<file path="config.mk">
export PLATFORM = sky130hd
export DESIGN_NAME = rx_frame_tx_seq
export DESIGN_NICKNAME = d
export VERILOG_FILES = /design/src/rtl/rx_frame_tx_seq.sv
export SDC_FILE = /design/constraint.sdc
export NUM_CORES = 1
export LEC_CHECK = 0
export ABC_AREA = 1
export BUFFER_PORTS_ARGS = -buffer_cell sky130_fd_sc_hd__buf_2
export CAP_MARGIN = 30
export CORE_ASPECT_RATIO = 1.5
export CORE_MARGIN = 8
export CORE_UTILIZATION = 25
export CTS_BUF_LIST = sky130_fd_sc_hd__clkbuf_2 sky130_fd_sc_hd__clkbuf_4 sky130_fd_sc_hd__clkbuf_8
export CTS_CLUSTER_SIZE = 8
export DETAILED_ROUTE_END_ITERATION = 6
export PLACE_DENSITY = 0.43
export SLEW_MARGIN = 20
export SYNTH_ARGS = -nofsm -noshare
export SYNTH_HDL_FRONTEND = slang
export SYNTH_SLANG_ARGS = --single-unit
</file>
<file path="constraint.sdc">
create_clock -name clk -period 2.5 [get_ports clk]
set_input_delay 0.5 -clock clk [delete_from_list [all_inputs] [get_ports clk]]
set_output_delay 0.5 -clock clk [all_outputs]
set_load 0.02 [all_outputs]
</file>
<file path="src/rtl/rx_frame_tx_seq.sv">
// Frame echo sequencer: reads a received frame out of the RX buffer
// and feeds it byte by byte to uart_tx, with watchdog and overrun flags.
module rx_frame_tx_seq #(
  parameter int FRAME_LEN  = 10,
  parameter int ADDR_W     = 10,
  parameter int DATA_W     = 8,
  parameter int TX_TIMEOUT = 20000
) (
  input  logic              clk,
  input  logic              i_rst,
  input  logic              i_frame_done,
  input  logic [ADDR_W-1:0] i_frame_base,
  output logic              o_mem_r_en,
  output logic [ADDR_W-1:0] o_mem_r_addr,
  input  logic [DATA_W-1:0] i_mem_r_data,
  output logic              o_tx_dv,
  output logic [DATA_W-1:0] o_tx_byte,
  input  logic              i_tx_active,
  input  logic              i_tx_done,
  output logic              o_busy,
  output logic [ADDR_W-1:0] o_byte_idx,
  output logic              o_frame_sent,
  output logic              o_overrun,
  output logic              o_timeout
);

  localparam int WD_W = $clog2(TX_TIMEOUT + 1);
  localparam logic [ADDR_W-1:0] LAST_IDX =
    ADDR_W'(FRAME_LEN - 1);
  localparam logic [WD_W-1:0] WD_MAX =
    WD_W'(TX_TIMEOUT - 1);

  typedef enum logic [2:0] {
    S_IDLE,
    S_RD_REQ,
    S_RD_WAIT,
    S_TX_START,
    S_TX_WAIT,
    S_DONE
  } state_t;

  state_t              state_q, state_d;
  logic [ADDR_W-1:0]   idx_q, idx_d;
  logic [ADDR_W-1:0]   base_q, base_d;
  logic [ADDR_W-1:0]   addr_q, addr_d;
  logic [DATA_W-1:0]   tx_byte_q, tx_byte_d;
  logic [WD_W-1:0]     wdog_q, wdog_d;
  logic                mem_r_en_q, mem_r_en_d;
  logic                tx_dv_q, tx_dv_d;
  logic                busy_q, busy_d;
  logic                sent_q, sent_d;
  logic                ovr_q, ovr_d;
  logic                to_q, to_d;

  always_comb begin
    state_d   = state_q;
    idx_d     = idx_q;
    base_d    = base_q;
    addr_d    = addr_q;
    tx_byte_d = tx_byte_q;
    wdog_d    = wdog_q;
    to_d      = 1'b0;
    unique case (state_q)
      S_IDLE: begin
        if (i_frame_done) begin
          base_d  = i_frame_base;
          idx_d   = '0;
          state_d = S_RD_REQ;
        end
      end
      S_RD_REQ: state_d = S_RD_WAIT;
      S_RD_WAIT: begin
        tx_byte_d = i_mem_r_data;
        state_d   = S_TX_START;
      end
      S_TX_START: begin
        if (!i_tx_active) begin
          wdog_d  = '0;
          state_d = S_TX_WAIT;
        end
      end
      S_TX_WAIT: begin
        // done beats a watchdog expiry in the same cycle
        if (i_tx_done) begin
          if (idx_q == LAST_IDX) begin
            state_d = S_DONE;
          end else begin
            idx_d   = idx_q + ADDR_W'(1);
            state_d = S_RD_REQ;
          end
        end else if (wdog_q == WD_MAX) begin
          to_d    = 1'b1;
          state_d = S_IDLE;
        end else begin
          wdog_d = wdog_q + WD_W'(1);
        end
      end
      S_DONE: state_d = S_IDLE;
      default: state_d = S_IDLE;
    endcase

    if (state_d == S_IDLE) idx_d = '0;

    // outputs registered from the next state
    mem_r_en_d = (state_d == S_RD_REQ);
    if (mem_r_en_d) addr_d = base_d + idx_d;
    tx_dv_d = (state_q == S_TX_START) &&
              (state_d == S_TX_WAIT);
    sent_d  = (state_d == S_DONE);
    busy_d  = (state_d != S_IDLE);
    ovr_d   = i_frame_done && (state_q != S_IDLE);
  end

  always_ff @(posedge clk) begin
    if (i_rst) begin
      state_q    <= S_IDLE;
      idx_q      <= '0;
      base_q     <= '0;
      addr_q     <= '0;
      tx_byte_q  <= '0;
      wdog_q     <= '0;
      mem_r_en_q <= 1'b0;
      tx_dv_q    <= 1'b0;
      busy_q     <= 1'b0;
      sent_q     <= 1'b0;
      ovr_q      <= 1'b0;
      to_q       <= 1'b0;
    end else begin
      state_q    <= state_d;
      idx_q      <= idx_d;
      base_q     <= base_d;
      addr_q     <= addr_d;
      tx_byte_q  <= tx_byte_d;
      wdog_q     <= wdog_d;
      mem_r_en_q <= mem_r_en_d;
      tx_dv_q    <= tx_dv_d;
      busy_q     <= busy_d;
      sent_q     <= sent_d;
      ovr_q      <= ovr_d;
      to_q       <= to_d;
    end
  end

  assign o_mem_r_en   = mem_r_en_q;
  assign o_mem_r_addr = addr_q;
  assign o_tx_dv      = tx_dv_q;
  assign o_tx_byte    = tx_byte_q;
  assign o_busy       = busy_q;
  assign o_byte_idx   = idx_q;
  assign o_frame_sent = sent_q;
  assign o_overrun    = ovr_q;
  assign o_timeout    = to_q;

endmodule

</file>
# Word-level counts from Yosys, hierarchy flattened
# Cells that the tools add are included.
[word_totals]
reg_bits = 62
in_bits = 23
out_inout_bits = 34
[classes]
add_sub_neg = 3
n_eq_ne = 12
mux = 18
bitwise = 1
reduce_logical = 9
[ops]
columns = ["operator", "n"]
rows = [
  ["$mux W10", 6],
  ["$mux W15", 3],
  ["$pmux W15 S2", 1],
  ["$pmux W10 S2", 1],
  ["$add A15 B1 Y15 const B", 1],
  ["$eq A15 B15 Y1 const B", 1],
  ["$mux W3", 5],
  ["$pmux W3 S5", 1],
  ["$add A10 B1 Y10 const B", 1],
  ["$add A10 B10 Y10", 1],
  ["$eq A10 B4 Y1 const B", 1],
  ["$eq A3 B3 Y1 const B", 3],
  ["$eq A3 B1 Y1 const B", 2],
  ["$eq A3 B2 Y1 const B", 2],
  ["$logic_not A3 Y1", 2],
  ["$ne A2 B2 Y1 const B", 3],
  ["$reduce_bool A3 Y1", 2],
  ["$reduce_and A4 Y1", 1],
  ["$reduce_or A3 Y1", 1],
  ["$logic_and A1 B1 Y1", 2],
  ["$reduce_bool A2 Y1", 1],
  ["$mux W1", 1],
  ["$not A1 Y1", 1],
]

# Longest topological paths before layout
# Gate-level depths: netlist of the first run.
[depth]
ltp_word = 7
ltp_mapped = 24
ltp_nobuf = 23

# Least setup slack after synthesis of the first run
# OpenSTA, ideal clock, no wires.
[synth_path]
path_type = "register to register"
start = "register idx_q[3], in the netlist o_byte_idx[3]"
end = "register addr_q[8], in the netlist o_mem_r_addr[8]"
setup_time_ns = 0.115
arrival_time_ns = 2.801
setup_slack_ns = -0.416
path_stages_with_launch = 19
path_cell_list = "dfxtp_1 buf_2 nand2_1 nor4_1 nand2_1 nand2_1 o21ai_0 a22oi_1 nand2_1 inv_1 ha_1 inv_1 fa_1 o21ai_0 nand4_1 o211ai_1 o21ai_0 a21oi_1 nor2_1"
[synth_via]
elab_chain_len = 7
word_cells_on_any_way = 13
cone_classes = "add/sub: 2; eq/ne: 2; mux: 8; reduce/logical: 1"
[synth_rtl]
columns = ["element", "line", "source"]
rows = [
  ["start: declaration", "43", "logic [ADDR_W-1:0] idx_q, idx_d;"],
  ["start signal: assignment", "130", "idx_q <= idx_d;"],
  ["$eq A10 B4 Y1 (*)", "85", "if (idx_q == LAST_IDX) begin"],
  ["$mux W3", "85", ""],
  ["$mux W3", "84", "if (i_tx_done) begin"],
  ["$pmux W3 S5", "63", "unique case (state_q)"],
  ["$logic_not A3 Y1", "102", "if (state_d == S_IDLE) idx_d = '0;"],
  ["$mux W10 (*)", "102", ""],
  ["named net idx_d[0]", "43", ""],
  ["$add A10 B10 Y10 (*)", "106", "if (mem_r_en_d) addr_d = base_d + idx_d;"],
  ["end signal: assignment", "132", "addr_q <= addr_d;"],
  ["end: declaration", "45", "logic [ADDR_W-1:0] addr_q, addr_d;"],
]
# Mark *: on every way through the listed nets, which the timed path passes. The rest lies on a longest branch.
# A chain may end at the register's enable or synchronous reset.

# Worst setup path after layout of the first run
[layout_path]
start = "register idx_q[1], in the netlist o_byte_idx[1]"
end = "register addr_q[8], in the netlist o_mem_r_addr[8]"
# Same word-level chain as after synthesis.

==> out/summary.txt, run 1 <==
OUTCOME
----------------------------------------------------------------------------------
Result of the run ................................................... complete, but fails checks
Violated checks ..................................................... negative setup slack

SYNTHESIS
----------------------------------------------------------------------------------
Proportion of synthesized chip area in sequential cells .............        34.8%
Total number of yosys warnings ......................................            0
Summed instance area of the synthesized netlist .....................     3560 um2
Main flop type after synthesis ......................................      dfxtp_1
Number of register bits inferred by synthesis .......................           62
Dominant cell type by area after synthesis ..........................      dfxtp_1
Count of distinct cell types in the synthesized netlist .............           42
Most common cell in the netlist .....................................      nand2_1
Most frequent cells after synthesis ................................. 76 x nand2_1, 73 x nor2_1, 71 x inv_1, 62 x dfxtp_1, 37 x o21ai_0
Post-synth EDFFs ....................................................            0
Share of synthesized registers carrying an async set or reset .......           0%
Per-instance average area after synthesis ...........................     6.94 um2
Top post-synthesis cells by area .................................... dfxtp_1 35%, nand2_1 8.0%, nor2_1 7.7%
Mapped Nets .........................................................          550
Count of mapped cells out of synthesis ..............................          514
Proportion of netlist area held by the largest area contributor .....        34.8%

STA
----------------------------------------------------------------------------------
Hold Fails Final Rpt ................................................            0
Minimum clock period ................................................      2730 ps
Worst max-slew margin expressed relative to the limit ...............        62.0%
Fin crit share ......................................................         109%
Setup tns final .....................................................     -1120 ps
Final setup vio count ...............................................            7
Crit path setup slack, layout .......................................      -226 ps
Layout Skew .........................................................      15.2 ps
Unrepaired setup endpoints after global routing .....................          yes
Max Fclk ............................................................      367 MHz
Worst Tran Pin Value ................................................       569 ps
Final count of pins violating max slew ..............................            0

ROUTING
----------------------------------------------------------------------------------
Starting DRT DRC Count ..............................................          157
DR WL/cell ..........................................................      13.4 um
Remaining number of nets flagged by the antenna check after routing .            0
Number of vias per cell .............................................         4.43
Iteration count of the initial detailed-routing pass ................            4
Number of remaining DRC errors ......................................            0
Via count ...........................................................         3933
Routed WL ...........................................................     11900 um

DIE
----------------------------------------------------------------------------------
Std cell rows .......................................................           53
Total I/O pin count .................................................           57
Die extent in x .....................................................       113 um
Starting density of the core ........................................        25.5%
Die area ............................................................    18400 um2
Core Area ...........................................................    14000 um2
Overall die height ..................................................       162 um

SETUP PATH
----------------------------------------------------------------------------------
Largest driver fanout on the critical path ..........................            3
Critical Path Sink Type .............................................         flop
Critical Setup Path Class ........................................... flop to flop
Cell type of the slowest stage on the worst timing path .............         fa_2
Data arrival time of the worst path .................................      2970 ps
Required time of the worst setup path ...............................      2750 ps
Critical Path Start Type ............................................         flop
Cells traversed along the worst timing path ......................... inv_4 -> ha_4 -> nand2_4 -> nor4_4 -> nand2_1 -> nand2_2 -> buf_4 -> o21ai_1 -> a22oi_1 -> nand2_1 -> inv_1 -> ha_2 -> inv_2 -> fa_2 -> o21ai_4 -> nand4_1 -> o211ai_1 -> o21ai_1 -> a21oi_1 -> nor2_1
CP max stage delay ..................................................       360 ps

PWR
----------------------------------------------------------------------------------
Leakage component of the power ......................................      2.56 nW
Power density over cell area ........................................   561 nW/um2
Worst IR drop on VDD ................................................     0.289 mV
Design Power ........................................................      3.06 mW

PLACEMENT
----------------------------------------------------------------------------------
Number of placed instances with taps included .......................          862
Gpl congestion ......................................................        0.860
I/O Buffers .........................................................           56
Worst-case setup slack after placement ..............................      -479 ps
Final HPWL DP .......................................................      9520 um
Placed cell area ....................................................     4960 um2

CELLS AND AREA
----------------------------------------------------------------------------------
Final Cell Area .....................................................     5460 um2
Antenna diodes ......................................................            0
Synth-to-Final Area Change ..........................................        53.0%
NumNets Final .......................................................          727
Share of post-route cells with drive strength above 1 ...............        43.0%
Count of non-filler cells in the finished layout ....................          888

CLOCKING
----------------------------------------------------------------------------------
CTS tree ............................................................         done
Htree depth .........................................................            3
Num Clock Sinks .....................................................           62
Maximum clock path buffer count .....................................            2
Clock latency on the worst-skew pair ................................       360 ps
Cts bufs inserted ...................................................            9
Clk pin slew, worst setup/hold paths ................................        80 ps
Cts hold-fix bufs ...................................................            0
Clock root buffer ...................................................     clkbuf_8

GLOBAL ROUTE
----------------------------------------------------------------------------------
Initial antenna violation count .....................................            0
Global-route wire length before repair ..............................     19400 um
Maximum number of pins on one net before global-route repair ........           27
Total Routing Usage GR ..............................................        13.1%
Number of global-route vias before repair ...........................         4042
Total grt overflow ..................................................            0

MIN PATH
----------------------------------------------------------------------------------
Worst Hold Class .................................................... input port to flop

FLOW RUN
----------------------------------------------------------------------------------
Number of violations of the max-capacitance limit ...................            0

==> metal layers <==
layer / global-route usage [%] / part of all wire, % / routed length [um]
met1: 13.1 / 37 / 4430
met2: 24.9 / 55 / 6580
met3: 3.12 / 4.3 / 511
met4: 5.78 / 2.9 / 341
met5: 0 / 0 / 0
==> logic make-up (layout without fill, tap and decap cells) <==
logic type	Yosys count	after routing	share of synthesized area [%]
compound gates	97	97	15.3
xor+xnor	15	15	3.69
fa+ha+maj	13	13	4.77
buf+inv	93	275	10.8
flops	62	62	34.8
simple gates	234	234	30.7
==> final cells by class <==
type | instances | area [um2]
clock buffer | 9 | 124
tap | 192 | 240
multi-input combinational | 359 | 2220
timing repair buffer | 180 | 1240
clock inverter | 7 | 53.8
sequential | 62 | 1260
inverter | 79 | 304
fill | 1488 | 8540
==> placed cells by master (no fill, tap or decap), types with 10 or more instances in the layout <==
cell,instances
buf_4,120
nand2_1,69
nor2_1,69
inv_1,64
buf_2,56
dfxtp_1,49
o21ai_0,31
a21oi_1,31
nand3_1,18
inv_2,12
xor2_1,12
nand2_2,11
nand4_1,11
nand3_2,10
dfxtp_2,10
==> final timing paths <==
| kind | startpoint | end | slack, ps | cells after the start |
|---|---|---|---|---|
| max | o_byte_idx[1] | o_mem_r_addr[8] | -230 | 20 |
| max reg2reg | o_byte_idx[1] | o_mem_r_addr[8] | -230 | 20 |
| min | i_mem_r_data[3] | o_tx_byte[3] | 390 | 3 |
| min reg2reg | o_tx_byte[3] | o_tx_byte[3] | 490 | 2 |
==> what timing repair did <==
item | 4_1_cts | 5_1_grt
pin swaps | 25 | 25
gates resized for setup | 31 | 29
setup buffers | 10 | 3
endpoints found under the setup margin | 8 | 9
==> sequential cells by signal (all words and copies together) (netlist names) <==
name and count:
o_busy 1, o_tx_byte 8, o_tx_dv 1, o_mem_r_addr 10, o_timeout 1, base_q 10
state_q 3, o_overrun 1, o_frame_sent 1, o_mem_r_en 1, o_byte_idx 10, wdog_q 15
==> critical path: cells and delay by family, from the launching register on <==
family                     cells  cell delay, ps
and+or+nand+nor                7             630
adders and majority gates      3             690
AOI/OAI and AO/OA              6             690
buffers and inverters          4             280
DFF                            1             350
==> per-stage QoR <==
stage	utilization, %	hold slack, ps
floorplan	-	459
global placement	35.4	463
detailed placement	35.4	471
CTS	38.0	373
global route	39.0	399
finish	39.0	391
==> power by group <==
part | total (mW) | leakage (nW) | internal [mW] | switching, mW
sequential | 1.11 | 0.513 | 1.07 | 0.0391
combinational | 1.11 | 1.95 | 0.496 | 0.614
clock | 0.841 | 0.0914 | 0.372 | 0.469
(Power assumes the default switching activity.)
==> run 2: changes to the inputs <==
ABC_AREA = unset   (was 1)
PLACE_DENSITY = 0.44   (was 0.43)
==> run 2 against run 1 <==
The run still ends with negative setup slack left. Sequential cell count unchanged. Maximum frequency shrank 5.2%. Synthesized cell count decreased by 30%. Clock power increased by 21%. Sequential share of layout area grew 3.0 points.
==> out/summary.txt, run 2 <==
OUTCOME
----------------------------------------------------------------------------------
Result of the run ................................................... complete, but fails checks   unchanged
Violated checks ..................................................... negative setup slack   unchanged

PWR
----------------------------------------------------------------------------------
Power density over cell area ........................................   535 nW/um2   was 561 nW/um2
Leakage component of the power ......................................      2.15 nW   was 2.56 nW
Worst IR drop on VDD ................................................     0.217 mV   was 0.289 mV
Design Power ........................................................      2.56 mW   was 3.06 mW

SYNTHESIS
----------------------------------------------------------------------------------
Total number of yosys warnings ......................................            0   unchanged
Most common cell in the netlist .....................................      dfxtp_1   was nand2_1
Main flop type after synthesis ......................................      dfxtp_1   unchanged
Count of distinct cell types in the synthesized netlist .............           56   was 42
Proportion of synthesized chip area in sequential cells .............        39.1%   was 34.8%
Count of mapped cells out of synthesis ..............................          362   was 514
Area share of and/or/nand/nor cells after synthesis .................        27.1%   was 30.7%
Compound-Gate Fraction of Synth Area ................................        9.69%   was 15.3%
Top post-synthesis cells by area .................................... dfxtp_1 39%, nor2_1 6.5%, mux2i_1 6.3%   was dfxtp_1 35%, nand2_1 8.0%, nor2_1 7.7%
Dominant cell type by area after synthesis ..........................      dfxtp_1   unchanged
Mux cell area share after synthesis .................................        9.13%   was 0%
Area share of fa/ha/maj cells after synthesis .......................        5.35%   was 4.77%
Per-instance average area after synthesis ...........................     8.78 um2   was 6.94 um2
Combinational family with the most area after synthesis ............. simple AND/OR/NAND/NOR gates   unchanged
Number of register bits inferred by synthesis .......................           62   unchanged
Most frequent cells after synthesis ................................. 62 x dfxtp_1, 55 x nor2_1, 21 x nand2_1, 20 x mux2i_1, 18 x nor2b_1   was 76 x nand2_1, 73 x nor2_1, 71 x inv_1, 62 x dfxtp_1, 37 x o21ai_0
Mapped Nets .........................................................          398   was 550
Post-synth EDFFs ....................................................            0   unchanged
Post-synthesis share of cell area spent on xor and xnor gates .......        6.06%   was 3.69%
Proportion of netlist area held by the largest area contributor .....        39.1%   was 34.8%
Share of synthesized registers carrying an async set or reset .......           0%   unchanged
Summed instance area of the synthesized netlist .....................     3180 um2   was 3560 um2

SETUP PATH
----------------------------------------------------------------------------------
Startpoint of the worst-slack reg-to-reg timing path ................ o_byte_idx[1]   unchanged
Cell type of the slowest stage on the worst timing path .............      dfxtp_4   was fa_2
Data arrival time of the worst path .................................      3110 ps   was 2970 ps
Critical Setup Path Class ........................................... flop to flop   unchanged
Largest driver fanout on the critical path ..........................            4   was 3
CP max stage delay ..................................................       350 ps   was 360 ps
Critical Path Sink Type .............................................         flop   unchanged
Top delay family on crit path ....................................... simple AND/OR/NAND/NOR gates   was adder cells
Critical Path Start Type ............................................         flop   unchanged
Required time of the worst setup path ...............................      2740 ps   was 2750 ps
Cells traversed along the worst timing path ......................... inv_2 -> ha_4 -> and3b_2 -> nand3_4 -> nand2_4 -> nor3_4 -> a21oi_2 -> o21ai_2 -> nor2b_4 -> ha_4 -> inv_2 -> fa_2 -> nor2b_2 -> o21ai_2 -> a21oi_2 -> o41ai_2 -> xnor2_1 -> mux2i_1 -> nor2_1   was inv_4 -> ha_4 -> nand2_4 -> nor4_4 -> nand2_1 -> nand2_2 -> buf_4 -> o21ai_1 -> a22oi_1 -> nand2_1 -> inv_1 -> ha_2 -> inv_2 -> fa_2 -> o21ai_4 -> nand4_1 -> o211ai_1 -> o21ai_1 -> a21oi_1 -> nor2_1
Buffers and inverters on the worst path .............................            2   was 4
Worst r2r dst ....................................................... o_mem_r_addr[8]   unchanged
Depth of the worst register-to-register path ........................           19   was 20
Reg2Reg Setup Slack .................................................      -370 ps   was -230 ps

MIN PATH
----------------------------------------------------------------------------------
Worst Hold Class .................................................... input port to flop   unchanged
Hold Path Origin .................................................... i_mem_r_data[3]   unchanged
Worst Hold Endpoint ................................................. o_tx_byte[3]   unchanged
Hold Crit Depth .....................................................            3   unchanged

PLACEMENT
----------------------------------------------------------------------------------
Final HPWL DP .......................................................      7270 um   was 9520 um
Worst-case setup slack after placement ..............................      -608 ps   was -479 ps
Gpl congestion ......................................................        0.800   was 0.860
Placed cell area ....................................................     4310 um2   was 4960 um2
Number of placed instances with taps included .......................          646   was 862
I/O Buffers .........................................................           56   unchanged

CELLS AND AREA
----------------------------------------------------------------------------------
Leading cell type in the layout, fill and taps excluded .............        buf_4   unchanged
Number of flip-flops in the largest register ........................           15   unchanged
Share of post-route cells with drive strength above 1 ...............        45.6%   was 43.0%
Filler cell count ...................................................         1302   was 1488
Top register by number of flip-flops ................................       wdog_q   unchanged
NumNets Final .......................................................          548   was 727
Antenna diodes ......................................................            0   unchanged
Synth-to-Final Area Change ..........................................        50.5%   was 53.0%
Leading cell types in the layout, fill and taps excluded ............ 97 x buf_4, 58 x dfxtp_1, 56 x buf_2   was 120 x buf_4, 69 x nand2_1, 69 x nor2_1
Final Cell Area .....................................................     4780 um2   was 5460 um2
Count of non-filler cells in the finished layout ....................          673   was 888
Final Util ..........................................................        38.4%   was 39.0%

STA
----------------------------------------------------------------------------------
Crit path setup slack, layout .......................................      -375 ps   was -226 ps
Final setup vio count ...............................................            7   unchanged
Setup tns final .....................................................     -2270 ps   was -1120 ps
Worst max-slew margin expressed relative to the limit ...............        76.2%   was 62.0%
Worst Tran Pin Value ................................................       354 ps   was 569 ps
Unrepaired setup endpoints after global routing .....................          yes   unchanged
Min Hold Slack ......................................................       385 ps   was 391 ps
Max Fclk ............................................................      348 MHz   was 367 MHz
Layout Skew .........................................................      8.21 ps   was 15.2 ps
Minimum clock period ................................................      2870 ps   was 2730 ps
Hold Fails Final Rpt ................................................            0   unchanged
Final count of pins violating max slew ..............................            0   unchanged
Fin crit share ......................................................         115%   was 109%

DIE
----------------------------------------------------------------------------------
Core Area ...........................................................    12400 um2   was 14000 um2
Total I/O pin count .................................................           57   unchanged
Die area ............................................................    16700 um2   was 18400 um2
Die extent in x .....................................................       108 um   was 113 um
Overall die height ..................................................       154 um   was 162 um
Std cell rows .......................................................           50   was 53
Starting density of the core ........................................        25.5%   about the same

ROUTING
----------------------------------------------------------------------------------
Iteration count of the initial detailed-routing pass ................            5   was 4
Via count ...........................................................         3036   was 3933
DR WL/cell ..........................................................      14.0 um   was 13.4 um
Starting DRT DRC Count ..............................................          103   was 157
Remaining number of nets flagged by the antenna check after routing .            0   unchanged
Number of vias per cell .............................................         4.51   was 4.43
Number of remaining DRC errors ......................................            0   unchanged
Routed WL ...........................................................      9450 um   was 11900 um

GLOBAL ROUTE
----------------------------------------------------------------------------------
Maximum number of pins on one net before global-route repair ........           24   was 27
Total Routing Usage GR ..............................................        11.8%   was 13.1%
Initial antenna violation count .....................................            0   unchanged
Total grt overflow ..................................................            0   unchanged
Number of global-route vias before repair ...........................         3150   was 4042
Global-route wire length before repair ..............................     15500 um   was 19400 um

CLOCKING
----------------------------------------------------------------------------------
Clk pin slew, worst setup/hold paths ................................        70 ps   was 80 ps
Cts bufs inserted ...................................................            9   unchanged
Maximum clock path buffer count .....................................            2   unchanged
Clock root buffer ...................................................     clkbuf_8   unchanged
Num Clock Sinks .....................................................           62   unchanged
Cts hold-fix bufs ...................................................            0   unchanged
CTS tree ............................................................         done   unchanged
Htree depth .........................................................            3   unchanged
Clock latency on the worst-skew pair ................................       350 ps   was 360 ps

FLOW RUN
----------------------------------------------------------------------------------
Number of violations of the max-capacitance limit ...................            0   unchanged

-- run 2: changes by cell type after synthesis, moves of 12 or more --
cell and change:
a21oi_1 -18, inv_1 -61, mux2i_1 +20, nand2_1 -55, nand3_1 -17, nor2_1 -18, nor2b_1 +18, o21ai_0 -24
xnor2_1 +12
-- run 2: worst max-delay path by stage --
stage,slack [ps],startpoint,to,cells after the start
2_1_floorplan,-360,i_tx_done,o_mem_r_addr[9],15
3_3_place_gp,-560,o_byte_idx[1],o_mem_r_addr[8],19
3_5_place_dp,-610,o_byte_idx[1],o_mem_r_addr[8],19
4_1_cts,-460,o_byte_idx[1],o_mem_r_addr[8],19
5_1_grt,-560,o_byte_idx[1],o_mem_r_addr[6],19
6_report,-370,o_byte_idx[1],o_mem_r_addr[8],19
-- run 2: area by class of cell --
cell class                      instances  area (um2)  share of cell area (%)
Multi-Input combinational cell        275        2060                    43.1
Sequential cell                        62        1250                    26.2
Timing Repair Buffer                  153        1010                    21.1
Tap cell                              156         195                    4.08
Clock buffer                           12         153                    3.19
Clock inverter                          4        70.1                    1.47
Inverter                               11        41.3                   0.863
-- run 2: logic make-up (layout without fill, tap and decap cells) --
family / count (synthesis) / count (layout)
multiplexers: 28 / 28
flip-flops: 62 / 62
AND/OR/NAND/NOR: 164 / 164
adder cells (fa/ha/maj): 13 / 13
AO/OA/AOI/OAI: 48 / 48
buffers and inverters: 25 / 180
XOR/XNOR: 22 / 22
-- run 2: worst register-to-register path, cell delays in order, from the launching register on --
cell and delay [ps]:
dfxtp_4 350, inv_2 40, ha_4 140, and3b_2 220, nand3_4 100, nand2_4 80
nor3_4 110, a21oi_2 50, o21ai_2 170, nor2b_4 190, ha_4 150, inv_2 40
fa_2 340, nor2b_2 130, o21ai_2 80, a21oi_2 180, o41ai_2 90, xnor2_1 130
mux2i_1 150, nor2_1 50
-- run 2: report_power, final --
part	switching (mW)	leakage [nW]	internal, mW
Combinational	0.259	1.53	0.232
Sequential	0.0182	0.506	1.03
Clock	0.411	0.117	0.608
Total	0.688	2.15	1.87
-- run 2: layer usage --
layer | part of all wire, % | global-route usage [%] | vias to the layer above
li1 | - | - | 1556
met1 | 42 | 12.8 | 1406
met2 | 51 | 20.5 | 62
met3 | 5.7 | 4.10 | 12
met4 | 1.6 | 3.78 | 0
met5 | 0 | 0 | -
-- run 2: what timing repair did --
action                                  in CTS  in global routing
buffers inserted                             5                  6
pin swaps                                   21                 17
resized for setup                           10                 31
endpoints found under the setup margin       7                 12
==> run 3: changes to the inputs <==
CORE_UTILIZATION = 52   (was 25)
PLACE_DENSITY = 0.88   (was 0.44)
==> run 3 against run 2 <==
The flow still finishes with violations (negative setup slack). Critical path type unchanged. Combinational power is 2% higher. Wire length is 11% higher. Final cell count is 13% lower.
==> out/summary.txt, run 3 (synthesis gave the netlist of run 2 again) <==
CLOCKING
----------------------------------------------------------------------------------
Cts hold-fix bufs ...................................................            0   unchanged
Htree depth .........................................................            3   unchanged
Num Clock Sinks .....................................................           62   unchanged
CTS tree ............................................................         done   unchanged
Clk pin slew, worst setup/hold paths ................................        70 ps   about the same
Clock latency on the worst-skew pair ................................       360 ps   was 350 ps
Cts bufs inserted ...................................................            9   unchanged
Maximum clock path buffer count .....................................            2   unchanged
Clock root buffer ...................................................     clkbuf_8   unchanged

MIN PATH
----------------------------------------------------------------------------------
Hold Crit Depth .....................................................            3   unchanged
Hold Path Origin .................................................... i_mem_r_data[3]   unchanged
Worst Hold Class .................................................... input port to flop   unchanged
Worst Hold Endpoint ................................................. o_tx_byte[3]   unchanged

PLACEMENT
----------------------------------------------------------------------------------
Worst-case setup slack after placement ..............................      -691 ps   was -608 ps
I/O Buffers .........................................................           56   unchanged
Gpl congestion ......................................................        0.889   was 0.800
Final HPWL DP .......................................................      7000 um   was 7270 um

STA
----------------------------------------------------------------------------------
Final count of pins violating max slew ..............................            0   unchanged
Fin crit share ......................................................         127%   was 115%
Layout Skew .........................................................      13.9 ps   was 8.21 ps
Worst Tran Pin Value ................................................       707 ps   was 354 ps
Final setup vio count ...............................................            8   was 7
Max Fclk ............................................................      315 MHz   was 348 MHz
Minimum clock period ................................................      3180 ps   was 2870 ps
Crit path setup slack, layout .......................................      -676 ps   was -375 ps
Unrepaired setup endpoints after global routing .....................          yes   unchanged
Worst max-slew margin expressed relative to the limit ...............        52.9%   was 76.2%
Setup tns final .....................................................     -4040 ps   was -2270 ps
Hold Fails Final Rpt ................................................            0   unchanged

DIE
----------------------------------------------------------------------------------
Overall die height ..................................................       112 um   was 154 um
Die extent in x .....................................................      79.8 um   was 108 um
Die area ............................................................     8920 um2   was 16700 um2
Core Area ...........................................................     6040 um2   was 12400 um2
Total I/O pin count .................................................           57   unchanged
Std cell rows .......................................................           35   was 50
Starting density of the core ........................................        52.6%   was 25.5%

GLOBAL ROUTE
----------------------------------------------------------------------------------
Total grt overflow ..................................................            0   unchanged
Maximum number of pins on one net before global-route repair ........           39   was 24
Global-route wire length before repair ..............................     16000 um   was 15500 um
Number of global-route vias before repair ...........................         3511   was 3150
Total Routing Usage GR ..............................................        22.8%   was 11.8%
Initial antenna violation count .....................................            0   unchanged

ROUTING
----------------------------------------------------------------------------------
Routed WL ...........................................................     10500 um   was 9450 um
Iteration count of the initial detailed-routing pass ................            4   was 5
Number of remaining DRC errors ......................................            0   unchanged
DR WL/cell ..........................................................      18.0 um   was 14.0 um
Via count ...........................................................         3294   was 3036
Starting DRT DRC Count ..............................................          252   was 103
Number of vias per cell .............................................         5.64   was 4.51
Remaining number of nets flagged by the antenna check after routing .            0   unchanged

SETUP PATH
----------------------------------------------------------------------------------
Critical Setup Path Class ........................................... flop to flop   unchanged
Critical Path Sink Type .............................................         flop   unchanged
Buffers and inverters on the worst path .............................            1   was 2
Cells traversed along the worst timing path ......................... buf_4 -> ha_1 -> nand2_1 -> nor3_2 -> a22oi_2 -> o21ai_1 -> nor2b_1 -> ha_2 -> nor2b_2 -> o21ai_2 -> a21oi_2 -> o41ai_2 -> xnor2_1 -> mux2i_1 -> nor2_1   was inv_2 -> ha_4 -> and3b_2 -> nand3_4 -> nand2_4 -> nor3_4 -> a21oi_2 -> o21ai_2 -> nor2b_4 -> ha_4 -> inv_2 -> fa_2 -> nor2b_2 -> o21ai_2 -> a21oi_2 -> o41ai_2 -> xnor2_1 -> mux2i_1 -> nor2_1
Largest driver fanout on the critical path ..........................            6   was 4
Worst r2r dst ....................................................... o_mem_r_addr[8]   unchanged
Reg2Reg Setup Slack .................................................      -680 ps   was -370 ps
Startpoint of the worst-slack reg-to-reg timing path ................ o_byte_idx[0]   was o_byte_idx[1]
Cell type of the slowest stage on the worst timing path .............      o41ai_2   was dfxtp_4
Depth of the worst register-to-register path ........................           15   was 19
CP max stage delay ..................................................       390 ps   was 350 ps
Critical Path Start Type ............................................         flop   unchanged
Required time of the worst setup path ...............................      2720 ps   was 2740 ps
Data arrival time of the worst path .................................      3390 ps   was 3110 ps
Top delay family on crit path ....................................... compound AO/OA/AOI/OAI gates   was simple AND/OR/NAND/NOR gates

FLOW RUN
----------------------------------------------------------------------------------
Number of violations of the max-capacitance limit ...................            0   unchanged

CELLS AND AREA
----------------------------------------------------------------------------------
NumNets Final .......................................................          541   was 548
Antenna diodes ......................................................            0   unchanged
Synth-to-Final Area Change ..........................................        44.1%   was 50.5%
Share of post-route cells with drive strength above 1 ...............        44.1%   was 45.6%
Leading cell type in the layout, fill and taps excluded .............        buf_4   unchanged
Leading cell types in the layout, fill and taps excluded ............ 87 x buf_4, 60 x dfxtp_1, 56 x buf_2   was 97 x buf_4, 58 x dfxtp_1, 56 x buf_2
Number of flip-flops in the largest register ........................           15   unchanged
Top register by number of flip-flops ................................       wdog_q   unchanged

PWR
----------------------------------------------------------------------------------
Power density over cell area ........................................   518 nW/um2   was 535 nW/um2
Worst IR drop on VDD ................................................     0.381 mV   was 0.217 mV
Leakage component of the power ......................................      2.09 nW   was 2.15 nW
Design Power ........................................................      2.37 mW   was 2.56 mW

OUTCOME
----------------------------------------------------------------------------------
Violated checks ..................................................... negative setup slack   unchanged
Result of the run ................................................... complete, but fails checks   unchanged

## run 3: cell count changes in the layout (fill, tap and decap cells not counted), moves of 2 or more
cell,delta
dfxtp_1,+2
o21ai_1,+2
bufinv_16,-2
nor3_1,-3
buf_4,-10
buf_6,+3
nor3_2,+2
dfxtp_2,-2
## run 3: worst register-to-register path, stage by stage, from the launching register on
cell     delay [ps]
dfxtp_4         370
buf_4           180
ha_1            180
nand2_1         110
nor3_2          200
a22oi_2          90
o21ai_1         180
nor2b_1         230
ha_2            340
nor2b_2         180
o21ai_2         170
a21oi_2          90
o41ai_2         390
xnor2_1         110
mux2i_1         160
nor2_1           70
## run 3: cell type report
type	count	area, um2
Multi-Input combinational cell	275	2050
Fill cell	409	1460
Sequential cell	62	1250
Timing Repair Buffer	146	967
Clock buffer	12	153
Tap cell	74	92.6
Inverter	11	43.8
Clock inverter	4	22.5
## run 3: power by group
part | internal (mW) | leakage (nW) | switching (mW)
clock | 0.404 | 0.0930 | 0.412
sequential | 1.03 | 0.505 | 0.0194
combinational | 0.227 | 1.49 | 0.276
total | 1.66 | 2.09 | 0.707
## run 3: how the worst max path moves through the flow
stage                              from               to  slack (ps)  cells after the start
after floorplan               i_tx_done  o_mem_r_addr[9]        -360                     15
after global placement        i_tx_done  o_mem_r_addr[9]        -480                     14
after detailed placement  o_byte_idx[1]  o_mem_r_addr[8]        -690                     19
after CTS                 o_byte_idx[1]  o_mem_r_addr[8]        -520                     19
after global routing      o_byte_idx[0]  o_mem_r_addr[9]        -790                     15
final                     o_byte_idx[0]  o_mem_r_addr[8]        -680                     15
## run 3: per-layer routing
metal | GRT usage, % | part of all wire [%]
met2 | 41.3 | 54
met1 | 22.0 | 35
met3 | 5.56 | 5.3
met4 | 14.5 | 5.3
met5 | 0 | 0
## run 3: what timing repair did
item / CTS / global route
setup buffers: 6 / 7
pin swaps: 15 / 20
cloned: 0 / 0
resized for setup: 10 / 30
setup endpoints to repair: 7 / 9
## run 3: through the flow
step | instances | hold slack (ps) | util, % | instance area (um2)
after global routing | 584 | 391 | 75.8 | 4580
final | 584 | 380 | 75.8 | 4580
after global placement | 555 | 468 | 68.5 | 4140
after detailed placement | 555 | 481 | 68.5 | 4140
after CTS | 577 | 378 | 72.9 | 4400
after floorplan | 362 | 462 | - | 3280
